===== src/rtl/led_seq_pkg.sv =====
// Shared definitions for the LED pattern sequencer: state encoding, pattern
// codes, phase lengths and the phase-successor rule.
package led_seq_pkg;

  typedef enum logic [2:0] {
    ST_IDLE  = 3'd0,
    ST_FILL  = 3'd1,
    ST_DRAIN = 3'd2,
    ST_CHASE = 3'd3,
    ST_BLINK = 3'd4
  } state_e;

  localparam logic [1:0] MODE_FILL  = 2'd0;
  localparam logic [1:0] MODE_DRAIN = 2'd1;
  localparam logic [1:0] MODE_CHASE = 2'd2;
  localparam logic [1:0] MODE_BLINK = 2'd3;

  localparam logic [3:0] LEN_FILL  = 4'd8;
  localparam logic [3:0] LEN_DRAIN = 4'd8;
  localparam logic [3:0] LEN_CHASE = 4'd8;
  localparam logic [3:0] LEN_BLINK = 4'd4;

  function automatic state_e mode_state(input logic [1:0] mode_i);
    case (mode_i)
      MODE_FILL:  return ST_FILL;
      MODE_DRAIN: return ST_DRAIN;
      MODE_CHASE: return ST_CHASE;
      default:    return ST_BLINK;
    endcase
  endfunction

  function automatic state_e next_phase(input state_e cur, input logic auto_i,
                                        input logic [1:0] mode_i);
    if (!auto_i) return mode_state(mode_i);
    case (cur)
      ST_FILL:  return ST_DRAIN;
      ST_DRAIN: return ST_CHASE;
      ST_CHASE: return ST_BLINK;
      default:  return ST_FILL;
    endcase
  endfunction

  function automatic logic [3:0] phase_len(input state_e cur);
    case (cur)
      ST_FILL:  return LEN_FILL;
      ST_DRAIN: return LEN_DRAIN;
      ST_CHASE: return LEN_CHASE;
      default:  return LEN_BLINK;
    endcase
  endfunction

endpackage


===== src/rtl/clk_tick_gen.sv =====
// Prescaler: asserts tick combinationally on the enabled cycle where the
// counter sits at DIV-1, then wraps to zero.
module clk_tick_gen #(
  parameter int unsigned DIV = 50_000_000
) (
  input  logic clk,
  input  logic rst,
  input  logic en,
  output logic tick
);

  localparam int unsigned CW = (DIV > 1) ? $clog2(DIV) : 1;
  localparam logic [CW-1:0] LAST = CW'(DIV - 1);

  logic [CW-1:0] cnt_q, cnt_d;

  always_comb begin
    tick  = en && (cnt_q == LAST);
    cnt_d = cnt_q;
    if (en) cnt_d = tick ? '0 : cnt_q + CW'(1);
  end

  always_ff @(posedge clk or posedge rst) begin
    if (rst) cnt_q <= '0;
    else     cnt_q <= cnt_d;
  end

endmodule


===== src/rtl/led_pattern_sequencer.sv =====
// Steps the 8 LEDs through FILL/DRAIN/CHASE/BLINK phases, either auto-cycling
// or repeating the switch-selected pattern, one step per prescaler tick.
module led_pattern_sequencer
  import led_seq_pkg::*;
#(
  parameter int unsigned DIV = 50_000_000
) (
  input  logic       clk,
  input  logic       rst,
  input  logic       en,
  input  logic       auto,
  input  logic [1:0] mode,
  output logic [7:0] led,
  output logic       busy,
  output logic       phase_done
);

  state_e     state_q, state_d;
  logic [2:0] step_q, step_d;
  logic [7:0] led_q, led_d;
  logic       busy_q, busy_d;
  logic       phase_done_q, phase_done_d;
  logic [3:0] s;
  logic       run;
  logic       tick;

  // The prescaler only counts inside a phase, so IDLE->phase costs one cycle.
  assign run = en && (state_q != ST_IDLE);

  clk_tick_gen #(.DIV(DIV)) u_tick (
    .clk  (clk),
    .rst  (rst),
    .en   (run),
    .tick (tick)
  );

  always_comb begin
    state_d      = state_q;
    step_d       = step_q;
    led_d        = led_q;
    phase_done_d = 1'b0;
    s            = {1'b0, step_q} + 4'd1;
    if (state_q == ST_IDLE) begin
      if (en) state_d = auto ? ST_FILL : mode_state(mode);
    end else if (tick) begin
      step_d = s[2:0];
      case (state_q)
        ST_FILL:  led_d = 8'((9'd1 << s) - 9'd1);
        ST_DRAIN: led_d = 8'(16'h00FF << s);
        ST_CHASE: led_d = 8'd1 << (s - 4'd1);
        default:  led_d = {8{s[0]}};
      endcase
      if (s == phase_len(state_q)) begin
        phase_done_d = 1'b1;
        step_d       = '0;
        state_d      = next_phase(state_q, auto, mode);
      end
    end
    busy_d = (state_d != ST_IDLE);
  end

  always_ff @(posedge clk or posedge rst) begin
    if (rst) begin
      state_q      <= ST_IDLE;
      step_q       <= '0;
      led_q        <= '0;
      busy_q       <= 1'b0;
      phase_done_q <= 1'b0;
    end else begin
      state_q      <= state_d;
      step_q       <= step_d;
      led_q        <= led_d;
      busy_q       <= busy_d;
      phase_done_q <= phase_done_d;
    end
  end

  assign led        = led_q;
  assign busy       = busy_q;
  assign phase_done = phase_done_q;

endmodule


===== config.mk =====
export PLATFORM = sky130hd
export DESIGN_NAME = led_pattern_sequencer
export DESIGN_NICKNAME = d
export VERILOG_FILES = /design/src/rtl/led_seq_pkg.sv /design/src/rtl/clk_tick_gen.sv /design/src/rtl/led_pattern_sequencer.sv
export SDC_FILE = /design/constraint.sdc
export NUM_CORES = 1
export LEC_CHECK = 0
export ABC_AREA = 1
export ABC_CLOCK_PERIOD_IN_PS = 2400
export CAP_MARGIN = 20
export CORE_AREA = 3 3 100 112
export DETAILED_ROUTE_END_ITERATION = 16
export DIE_AREA = 0 0 103 115
export SETUP_SLACK_MARGIN = 0.4
export SLEW_MARGIN = 20
export SYNTH_ARGS = -nofsm -noshare
export SYNTH_HDL_FRONTEND = slang
export SYNTH_SLANG_ARGS = --single-unit

===== constraint.sdc =====
create_clock -name clk -period 2.4 [get_ports clk]
set_clock_uncertainty 0.15 [all_clocks]
set_input_delay 0.48 -clock clk [delete_from_list [all_inputs] [get_ports clk]]
set_output_delay 0.48 -clock clk [all_outputs]
set_load 0.1 [all_outputs]

==> summary.md <==
| Metric | Value |
|---|---|
| Clock tree buffer depth | `2` |
| Antenna violations before repair | `0` |
| EDFF count, synth | `0` |
| CP Launch Type | `register` |
| Chip Height | `115 um` |
| CP arrival | `2.01 ns` |
| Fmax | `503 MHz` |
| R2r startpoint | `step_q[0]$_DFFE_PP0P_` |
| Tmin final | `1.99 ns` |
| CTS Root Cell | `clkbuf_16` |
| Total gr overflow | `0` |
| Syn. warnings | `0` |
| Post-Syn Nets | `450` |
| CP Data Required Time | `2.42 ns` |
| Routability cong. | `0.928` |
| Area growth syn-to-layout | `25.2%` |
| Diodes inserted | `0` |
| Cell taking the most area after synthesis | `dfrtp_1` |
| Area contributors post-synth | `dfrtp_1 (35%), nand2_1 (11%), inv_1 (8.5%)` |
| Max cap viols | `0` |
| Nets | `486` |
| Detail Route Antenna Nets | `0` |
| CP Cell Sequence | `ha_4 > nand2_4 > nand2_4 > nor2_4 > nand2_2 > ha_4 > inv_2 > a21oi_1 > o21ai_1 > nand3_1 > nor2_1 > nor2_1` |
| DIE WIDTH | `103 um` |
| Worst-Skew Late Latency | `0.28 ns` |
| Hold Path Stages | `1` |
| Setup crit end kind | `register` |
| CP delay by family, top | `simple AND/OR/NAND/NOR gates` |
| Site row count | `39` |
| Power Density | `488 nW/um^2` |
| Largest net degree at the start of global routing | `18` |
| Starting density of the core | `29.4%` |
| Crit path buf inv count | `1` |
| Synth unique cells | `37` |
| Max_slew headroom | `57.6%` |
| All-layer global routing usage | `13.1%` |
| Reg2Reg Setup Slack | `0.41 ns` |
| Max VDD drop | `0.000316 V` |
| RSZ-0062 raised after global routing | `yes` |
| Slowest CP cell | `dfrtp_2` |
| Final number of max-transition violations | `0` |
| Sequential area share after synthesis | `34.9%` |
| Synth top cells by count | `nand2_1 (90), inv_1 (68), nor2_1 (59)` |
| Status | `finished, final reports clean` |
| Detailed-route via count | `2921` |
| Cts bufs inserted | `5` |
| TNS Setup | `0 ns` |
| Port Buffers | `15` |
| #FFs+latches synth | `42` |
| End of the worst register-to-register path | `led[2]$_DFFE_PP0P_` |
| Reg2Reg Depth | `12` |
| DR pass1 iterations | `4` |
| DRT Wirelength | `7750 um` |
| Layout cells sized above 1 | `21.3%` |
| Async set-reset flop share out of synthesis | `100%` |
| Clock Sinks | `42` |
| CP peak stage delay | `0.45 ns` |
| Avg Cell Area, Syn | `6.95 um^2` |
| Total power | `1.84 mW` |
| Area share of the largest cell type after synthesis | `34.9%` |
| Synthesized cell area | `3010 um^2` |
| First-pass GRT wire length | `12400 um` |
| DRC | `0` |
| Utilization after layout | `36.8%` |
| Worst-Margin Slew | `0.631 ns` |
| # H-tree levels | `2` |
| Leak | `1.85 nW` |
| Final Setup Violations | `0` |
| Min-delay src | `u_tick.cnt_q[15]$_DFFE_PP0P_` |
| TritonCTS clock tree | `yes` |
| Die ar. | `11800 um^2` |
| Worst hold endpoint | `u_tick.cnt_q[15]$_DFFE_PP0P_` |
| Vias per cell | `4.93` |
| Wire length per cell | `13.1 um` |
| Core Footprint | `10200 um^2` |
| Worst setup path category | `register to register` |
| Iter 0 DRT Violations | `74` |
| Gate Count Post-Synth | `433` |
| I/O pin count | `16` |
| Main synth FF type | `dfrtp_1` |
| Hold WC Path Type | `register to register` |
| Max FO, Critical Path | `5` |
| Most numerous cell in the Yosys netlist | `nand2_1` |
| Hold Fails Final Rpt | `0` |
| Vias in the first global route | `2798` |
| Final period util | `82.8%` |
| Hold_buf cts | `0` |
| Clock transition at the registers of the reported paths | `0.06 ns` |
| DP HPWL | `5810 um` |
registers in the layout, summed over array words and instances, names as in the netlist:
signal        flops
step_q            3
state_q           3
phase_done        1
led               8
u_tick.cnt_q     26
busy              1
cell usage in the layout (no fill, tap or decap), types with 2 or more instances in the layout:
master	n
a21oi_1	20
o21ai_0	14
inv_1	63
nand3_1	42
nor2_4	5
nor3_1	9
inv_2	6
dlymetal6s2s_1	3
dfrtp_1	39
nand3b_1	2
ha_2	3
clkbuf_16	5
ha_4	3
nor2_2	9
nor3_4	2
a31oi_1	2
nand2_1	83
a31oi_2	2
nand3_2	7
dfrtp_2	3
ha_1	5
clkdlybuf4s50_1	2
buf_4	26
nand3_4	2
o22ai_1	2
nand2_4	6
o21ai_1	4
buf_6	2
nor2_1	52
xor2_1	5
xnor2_1	2
or2_2	4
nand4_1	12
nand2_2	6
clkinv_2	2
o21ai_2	2
metrics by stage:
| stage | worst slack [ns] | area, um^2 | instances | hold slack [ns] |
|---|---|---|---|---|
| 2_1_floorplan | 0.489 | 3010 | 433 | 0.305 |
| 3_3_place_gp | 0.108 | 3330 | 575 | 0.338 |
| 3_5_place_dp | 0.0461 | 3330 | 575 | 0.336 |
| 4_1_cts | 0.387 | 3550 | 587 | 0.347 |
| 5_1_grt | 0.291 | 3770 | 593 | 0.389 |
| 6_report | 0.413 | 3770 | 593 | 0.345 |
power breakdown:
part | internal [mW] | switching, mW | total, mW
registers | 0.769 | 0.0842 | 0.853
logic | 0.0839 | 0.131 | 0.215
clock network | 0.487 | 0.282 | 0.769
area by class of cell:
cell class	instances	area (um^2)
clock inverter	3	40.0
timing repair buffer	34	295
tap	123	154
sequential	42	1050
fill	1077	6480
inverter	71	270
multi-input combinational	315	1830
clock buffer	5	125
worst max path at each step:
stage                          startpoint  cells after the start  slack (ns)                  to
floorplan           step_q[0]$_DFFE_PP0P_                      8        0.49  led[3]$_DFFE_PP0P_
global placement                       en                     10        0.11  led[7]$_DFFE_PP0P_
detailed placement                     en                     10        0.05  led[7]$_DFFE_PP0P_
CTS                 step_q[0]$_DFFE_PP0P_                     12        0.39  led[2]$_DFFE_PP0P_
global route        step_q[0]$_DFFE_PP0P_                     13        0.29  led[2]$_DFFE_PP0P_
finish              step_q[0]$_DFFE_PP0P_                     12        0.41  led[2]$_DFFE_PP0P_
routing by layer:
layer	share of wire [%]	GRT usage (%)
met5	0	0
met4	2.6	5.18
met3	3.2	2.49
met2	52	23.8
met1	42	15.0
what timing repair did:
item                                    in CTS  in global routing
endpoints found under the setup margin      16                 19
resized for setup                            9                 47
setup buffers                                4                  6
cloned                                       0                  0
pin swaps                                    3                 12
cell families after synthesis:
logic type	count (synthesis)	share of synthesized area [%]
DFF	42	34.9
AOI/OAI and AO/OA	52	9.48
and+or+nand+nor	245	38.8
xor gates and xnor gates	7	2.04
buffers and inverters	76	10.2
adders and majority gates	11	4.57
No activity file was read; power rests on OpenSTA's default activity.
